===== src/rtl/dm_port_arbiter.sv =====
// dm_port_arbiter: shares the data-memory port between core and DMA.
// Core has fixed priority; a starvation counter and a bounded lock mode give DMA its slots.
module dm_port_arbiter #(
  parameter int DMA_SIZE     = 17,
  parameter int DMD_SIZE     = 16,
  parameter int STARVE_LIMIT = 4,
  parameter int LOCK_MAX     = 8
) (
  input  logic                clk,
  input  logic                reset,
  input  logic                c_req,
  input  logic                c_wrb,
  input  logic [DMA_SIZE-1:0] c_add,
  input  logic [DMD_SIZE-1:0] c_wdata,
  output logic                c_gnt,
  output logic                c_rvalid,
  input  logic                d_req,
  input  logic                d_wrb,
  input  logic                d_lock,
  input  logic [DMA_SIZE-1:0] d_add,
  input  logic [DMD_SIZE-1:0] d_wdata,
  output logic                d_gnt,
  output logic                d_rvalid,
  output logic [DMD_SIZE-1:0] rdata,
  output logic                ps_dm_cslt,
  output logic                ps_dm_wrb,
  output logic [DMA_SIZE-1:0] dg_dm_add,
  output logic [DMD_SIZE-1:0] bc_dt,
  input  logic [DMD_SIZE-1:0] dm_bc_dt
);

  localparam logic [3:0] SL = 4'(STARVE_LIMIT);
  localparam logic [3:0] LM = 4'(LOCK_MAX);

  typedef enum logic {
    NORM = 1'b0,
    LOCK = 1'b1
  } state_t;

  state_t              state_q, state_d;
  logic [3:0]          starve_q, starve_d;
  logic [3:0]          lock_q, lock_d;
  logic                ph_v_q, ph_v_d;
  logic                ph_own_q, ph_own_d;
  logic                ph_wrb_q, ph_wrb_d;
  logic [DMD_SIZE-1:0] bc_q, bc_d;
  logic [3:0]          lock_inc;

  assign lock_inc = lock_q + 4'd1;

  // Grant decision: core first in NORM unless DMA is starved; DMA first in LOCK.
  always_comb begin
    c_gnt = 1'b0;
    d_gnt = 1'b0;
    if (reset) begin
      unique case (state_q)
        NORM: begin
          if (c_req && d_req) begin
            if (starve_q == SL) d_gnt = 1'b1;
            else                c_gnt = 1'b1;
          end else begin
            c_gnt = c_req;
            d_gnt = d_req;
          end
        end
        LOCK: begin
          d_gnt = d_req;
          c_gnt = c_req & ~d_req;
        end
        default: ;
      endcase
    end
  end

  // Next-state logic for mode, starvation and lock-length counters.
  always_comb begin
    state_d  = state_q;
    starve_d = starve_q;
    lock_d   = lock_q;
    if (d_gnt || !d_req) begin
      starve_d = 4'd0;
    end else if (c_gnt && starve_q != SL) begin
      starve_d = starve_q + 4'd1;
    end
    unique case (state_q)
      NORM: begin
        if (d_gnt && d_lock && LM != 4'd1) begin
          state_d = LOCK;
          lock_d  = 4'd1;
        end
      end
      LOCK: begin
        if (!d_req) begin
          state_d = NORM;
          lock_d  = 4'd0;
        end else begin
          lock_d = lock_inc;
          if (!d_lock || lock_inc == LM) begin
            state_d  = NORM;
            lock_d   = 4'd0;
            starve_d = 4'd0;
          end
        end
      end
      default: ;
    endcase
  end

  // Address phase and data-phase capture of the winner.
  always_comb begin
    ps_dm_cslt = c_gnt | d_gnt;
    ps_dm_wrb  = (d_gnt & d_wrb) | (c_gnt & c_wrb);
    dg_dm_add  = '0;
    unique case (1'b1)
      d_gnt:   dg_dm_add = d_add;
      c_gnt:   dg_dm_add = c_add;
      default: dg_dm_add = '0;
    endcase
    ph_v_d   = ps_dm_cslt;
    ph_own_d = d_gnt;
    ph_wrb_d = ps_dm_wrb;
  end

  // Write data for the previous cycle's write grant; hold otherwise.
  always_comb begin
    bc_dt = bc_q;
    if (ph_v_q && ph_wrb_q) begin
      bc_dt = ph_own_q ? d_wdata : c_wdata;
    end
    bc_d     = bc_dt;
    c_rvalid = ph_v_q & ~ph_wrb_q & ~ph_own_q;
    d_rvalid = ph_v_q & ~ph_wrb_q & ph_own_q;
    rdata    = dm_bc_dt;
  end

  // State and phase registers.
  always_ff @(posedge clk or negedge reset) begin
    if (!reset) begin
      state_q  <= NORM;
      starve_q <= 4'd0;
      lock_q   <= 4'd0;
      ph_v_q   <= 1'b0;
      ph_own_q <= 1'b0;
      ph_wrb_q <= 1'b0;
      bc_q     <= '0;
    end else begin
      state_q  <= state_d;
      starve_q <= starve_d;
      lock_q   <= lock_d;
      ph_v_q   <= ph_v_d;
      ph_own_q <= ph_own_d;
      ph_wrb_q <= ph_wrb_d;
      bc_q     <= bc_d;
    end
  end

endmodule


===== config.mk =====
export PLATFORM = sky130hd
export DESIGN_NAME = dm_port_arbiter
export DESIGN_NICKNAME = d
export VERILOG_FILES = /design/src/rtl/dm_port_arbiter.sv
export SDC_FILE = /design/constraint.sdc
export NUM_CORES = 1
export LEC_CHECK = 0
export CORE_MARGIN = 10
export CORE_UTILIZATION = 33
export DETAILED_ROUTE_END_ITERATION = 7
export MAX_ROUTING_LAYER = met4
export PLACE_DENSITY = 0.81
export SKIP_CTS_REPAIR_TIMING = 1
export SKIP_LAST_GASP = 1
export SYNTH_ARGS = -nofsm -noshare
export SYNTH_HDL_FRONTEND = slang
export SYNTH_SLANG_ARGS = --single-unit

===== constraint.sdc =====
create_clock -name clk -period 2 [get_ports clk]
set_input_delay 0.3 -clock clk [delete_from_list [all_inputs] [get_ports clk]]
set_output_delay 0.3 -clock clk [all_outputs]
set_load 0.01 [all_outputs]

# --- Word level (Yosys, flattened, before mapping) ---
# Cells that the tools add are included.
word_totals:
  regBits: 28
  output_inout_bits: 55
classes:
  add_sub_neg: 2
  eq_ne: 4
  n_mux: 24
  bitwise_logic: 12
  reduce_logical: 8
ops:
  columns: ["cell", "count"]
  rows:
  - ["$pmux 17 s2", 1]
  - ["$mux 16", 2]
  - ["$mux 4", 8]
  - ["$mux 1", 9]
  - ["$add 4x1->4 const B", 2]
  - ["$pmux 4 s2", 1]
  - ["$and 1x1->1", 6]
  - ["$pmux 1 s2", 3]
  - ["$eq 4x3->1 const B", 1]
  - ["$eq 4x4->1 const B", 1]
  - ["$logic_and 1x1->1", 4]
  - ["$ne 4x3->1 const B", 1]
  - ["$not 1->1", 4]
  - ["$logic_not 1->1", 2]
  - ["$logic_or 1x1->1", 2]
  - ["$ne 2x2->1 const B", 1]
  - ["$or 1x1->1", 2]

# --- Depth between registers and ports, before layout ---
# Gate-level depths: netlist (run 1).
depth:
  ltp_word: 11
  depth_mapped: 7

# --- Worst setup path after synthesis (run 1) ---
# OpenSTA, ideal clock, no wires.
synth_timing:
  kind: "reg2out"
  start: "reg starve_q[0]"
  end: "out dg_dm_add[0]"
  arrival_time_ns: 1.529
  required_time_ns: 1.700
  slack_ns: 0.171
  path_stages_with_launch: 8
  n_path_buf: 1
  cell_sequence: "dfrtp_1 > inv_1 > ha_1 > and3b_1 > o21a_1 > and2_4 > buf_6 > a22o_1"
synth_between:
  elab_chain_cells: 6
  word_cells_on_any_way: 10
  classes_between: "eq/ne (1); mux (9)"
synth_lines:
  columns: ["item", "line_no", "source"]
  rows:
  - ["start: declaration", "41", "logic [3:0] starve_q, starve_d;"]
  - ["start signal: assignment", "148", "starve_q <= starve_d;"]
  - ["$eq 4x3->1", "59", "if (starve_q == SL) d_gnt = 1'b1;"]
  - ["$mux 1", "59", null]
  - ["$mux 1", "58", "if (c_req && d_req) begin"]
  - ["$pmux 1 s2", "56", "unique case (state_q)"]
  - ["$mux 1", "55", "if (reset) begin"]
  - ["via d_gnt", "22", "output logic d_gnt,"]
  - ["$pmux 17 s2", "114", "unique case (1'b1)"]
  - ["end: declaration", "27", "output logic [DMA_SIZE-1:0] dg_dm_add,"]
# The timed path passes the listed nets, and every way through them passes these cells.

# --- Worst setup path in the final report (run 1) ---
layout_timing:
  start: "reg starve_q[0]"
  end: "out ps_dm_cslt"
layout_between:
  elab_chain_cells: 6
  word_cells_on_any_way: 10
  classes_between: "eq/ne (1); mux (8); bitwise (1)"
layout_lines:
  columns: ["item", "line_no", "source"]
  rows:
  - ["$eq 4x3->1 (*)", "59", null]
  - ["$mux 1", "59", null]
  - ["$mux 1", "58", null]
  - ["$pmux 1 s2", "56", null]
  - ["$mux 1", "55", null]
  - ["$or 1x1->1 (*)", "111", "ps_dm_cslt = c_gnt | d_gnt;"]
  - ["end: declaration", "25", "output logic ps_dm_cslt,"]
# Every way passes the cells marked *; elsewhere a longest branch is shown, timed or not.

==> results of run 1 <==
-- worst max-delay path: stages (launching register included) --
cell     delay (ns)
dfrtp_1        0.37
inv_2          0.06
ha_4           0.16
and3b_2        0.21
o21a_4         0.21
and2_4         0.17
buf_6          0.11
buf_6          0.10
or2_4          0.22
buf_6          0.12
-- power groups by stage --
stage | logic, W | registers (W) | clock network (W)
finish | 0.000706 | 0.000705 | 0.000440
global route | 0.000766 | 0.000716 | 0.000481
CTS | 0.000727 | 0.000704 | 0.000461
detailed placement | 0.000726 | 0.000716 | 0
global placement | 0.000710 | 0.000710 | 0
floorplan | 0.000301 | 0.000705 | 0
-- worst max path at each step --
stage | to | slack [ns]
CTS | dg_dm_add[15] | -0.70
detailed placement | dg_dm_add[15] | -0.38
global route | ps_dm_cslt | -0.37
floorplan | dg_dm_add[0] | 0.17
finish | ps_dm_cslt | -0.32
global placement | ps_dm_wrb | -0.32
-- logic make-up (layout without fill, tap and decap cells) --
logic type,Yosys count,after routing
multiplexers,19,19
XOR/XNOR,5,5
AO/OA/AOI/OAI,47,47
adder cells (fa/ha/maj),4,4
flip-flops,28,28
AND/OR/NAND/NOR,53,55
buffers and inverters,29,146
-- registers in the layout (all words and copies together), names as in the netlist --
signal	count
state_q	1
lock_q	4
ph_wrb_q	1
starve_q	4
ph_own_q	1
ph_v_q	1
bc_q	16
-- synthesized netlist by cell type (all sizes together) --
master   count  area (µm²)
dfrtp       28         701
buf         22         163
nor2        20        75.1
a21oi       18        90.1
a22o        18         158
mux2i       18         180
nand2       10        37.5
and2         5        33.8
clkbuf       5        18.8
ha           4        50.1
nand3        4        20.0
and3b        3        26.3
o21ai        3        15.0
o22ai        3        18.8
xnor2        3        26.3
inv          2        7.51
nand2b       2        12.5
nand4        2        12.5
o2111ai      2        17.5
xor2         2        17.5
a21boi       1        7.51
and3         1        6.26
mux2         1        11.3
nand3b       1        7.51
nand4bb      1        11.3
nor2b        1        6.26
nor3b        1        7.51
nor4bb       1        10.0
o211ai       1        7.51
o21a         1        7.51
or2          1        6.26
-- per-stage QoR --
step | power (W) | instances | worst slack (ns) | utilization, %
6_report | 0.00185 | 374 | -0.316 | 61.3
4_1_cts | 0.00189 | 362 | -0.696 | 59.1
3_3_place_gp | 0.00142 | 358 | -0.321 | 57.7
3_5_place_dp | 0.00144 | 358 | -0.383 | 57.7
5_1_grt | 0.00196 | 374 | -0.374 | 61.3
2_1_floorplan | 0.00101 | 185 | 0.171 | -
-- metal layers --
| metal | vias to the layer above | global-route usage [%] | share of wire (%) |
|---|---|---|---|
| met5 | - | - | 0 |
| met4 | 0 | 2.06 | 0.59 |
| met3 | 6 | 2.72 | 3.7 |
| met2 | 58 | 23.2 | 54 |
| met1 | 840 | 13.7 | 42 |
| li1 | 887 | - | - |
-- layout make-up --
type                            instances  area [µm²]  share of cell area (%)
Sequential cell                        28         701                    22.2
Tap cell                               70        87.6                    2.78
Clock buffer                            3        41.3                    1.31
Timing Repair Buffer                  140        1360                    43.1
Inverter                                2        7.51                   0.238
Multi-Input combinational cell        130         926                    29.4
Clock inverter                          1        30.0                   0.953
==> results.sh, run 1 <==
export IMPL_overflow=0
export IMPL_grt_pass1_vias=1793
export IMPL_place_area_um2=2970
export IMPL_gp_congestion=0.820
export IMPL_r2r_cells=10
export IMPL_fin_skew_ns=0.00715
export IMPL_nFillCells=449
export IMPL_die_width_um=93.2
export IMPL_grt_max_degree=29
export IMPL_synth_xor_area_share_pct=2.48
export IMPL_power_internal_w=0.00134
export IMPL_yosys_area_share_simple_pct=15.4
export IMPL_final_cell_mix="73 x clkdlybuf4s50_1, 28 x dfrtp_1, 22 x buf_4"
export IMPL_dpl_hpwl_um=4950
export IMPL_setup_viol=21
export IMPL_netSwitchingFraction_pct=27.4
export IMPL_synth_top_family_by_area="compound AO/OA/AOI/OAI gates"
export IMPL_port_buffers=111
export IMPL_synth_compound_area_share_pct=18.2
export IMPL_clkLatencyLatePin_ns=0.27
export IMPL_syn2layout_area_growth_pct=78.1
export IMPL_slew_headroom_pct=73.9
export IMPL_cts_max_level=1
export IMPL_cts_root_buf="clkbuf_8"
export IMPL_layout_min_cycle_time_ns=2.32
export IMPL_clockPowerShare_pct=23.8
export IMPL_violations="negative setup slack"
export IMPL_grt_usage_pct=12.6
export IMPL_fmax_mhz=432
export IMPL_drive_above_1_share_pct=21.4
export IMPL_rsz0062_at_grt="yes"
export IMPL_finish_instance_area_um2=3150
export IMPL_drt_iter0_drc=39
export IMPL_netlist_instances=185
export IMPL_worstPathMaxFanout=4
export IMPL_power_density_nw_per_um2=587
export IMPL_drc=0
export IMPL_crit_type="reg -> out"
export IMPL_final_antenna_net_count=0
export IMPL_rrSetupSlack_ns=0.14
export IMPL_seq_area_frac_synth_pct=39.6
export IMPL_floorplan_die_height_um=93.2
export IMPL_cts_buffers=3
export IMPL_pin_count=144
export IMPL_p_sw_w=0.000507
export IMPL_tightestPinTransition_ns=0.391
export IMPL_crit_path_start_kind="flop"
export IMPL_synth_area_um2=1770
export IMPL_core_area_um2=5140
export IMPL_ys_seq_elements=28
export IMPL_critPathLaunch="starve_q[0]$_DFF_PN0_"
export IMPL_crit_required_ns=1.70
export IMPL_p_leak_nw=1.45
export IMPL_cts_buffer_depth=2
export IMPL_timing_hold_worst_class="in -> async"
export IMPL_synthMuxAreaShare_pct=10.8
export IMPL_rr_endpoint="ph_wrb_q$_DFF_PN0_"
export IMPL_outcome="finished, violations left"
export IMPL_path_clk_slew_ns=0.10
export IMPL_route_vias_total=1791
export IMPL_avgSynthCellArea_um2=9.56
export IMPL_end_kind="primary output"
export IMPL_start_util_pct=34.4
export IMPL_cap_violations=0
export IMPL_first_pass_iters=4
export IMPL_power_frac_seq_pct=38.1
export IMPL_setup_slack_ns=-0.316
export IMPL_grt_pass1_wl_um=8770
export IMPL_r2r_start="starve_q[0]$_DFF_PN0_"
export IMPL_synth_fp_nets=278
export IMPL_dieArea_um2=8690
export IMPL_worstPathArrival_ns=2.02
export IMPL_drt_wl_total_um=6420
export IMPL_routedWlPerCell_um=17.2
export IMPL_post_route_period_util_pct=116
export IMPL_num_antenna_cells=0
export IMPL_drv_slew=0
export IMPL_whs_ns=0.452
export IMPL_viasPerCell=4.79
export IMPL_synth_warnings=0
export IMPL_antenna_found_initial=0
export IMPL_vdd_drop_max_v=0.000285
export IMPL_cts_sinks=28
export IMPL_layout_commonest_cell="clkdlybuf4s50_1"
export IMPL_cts_tree="built"
export IMPL_setup_tns_ns=-4.31
export IMPL_fin_nets=398
export IMPL_synthAdderAreaFrac_pct=2.83
export IMPL_row_count=26
export IMPL_finalHoldViolations=0
export IMPL_p_comb_share_pct=38.1
export IMPL_yosysUniqueCellTypes=35
(Power assumes the default switching activity.)
==> inputs of run 2 (changes only) <==
--- a/config.mk
+++ b/config.mk
@@ -12,6 +12,7 @@
 export PLACE_DENSITY = 0.81
 export SKIP_CTS_REPAIR_TIMING = 1
 export SKIP_LAST_GASP = 1
+export SLEW_MARGIN = 20
 export SYNTH_ARGS = -nofsm -noshare
 export SYNTH_HDL_FRONTEND = slang
 export SYNTH_SLANG_ARGS = --single-unit
==> results of run 2 <==
No change in the layout: final DEF, timing and power equal those of run 1.
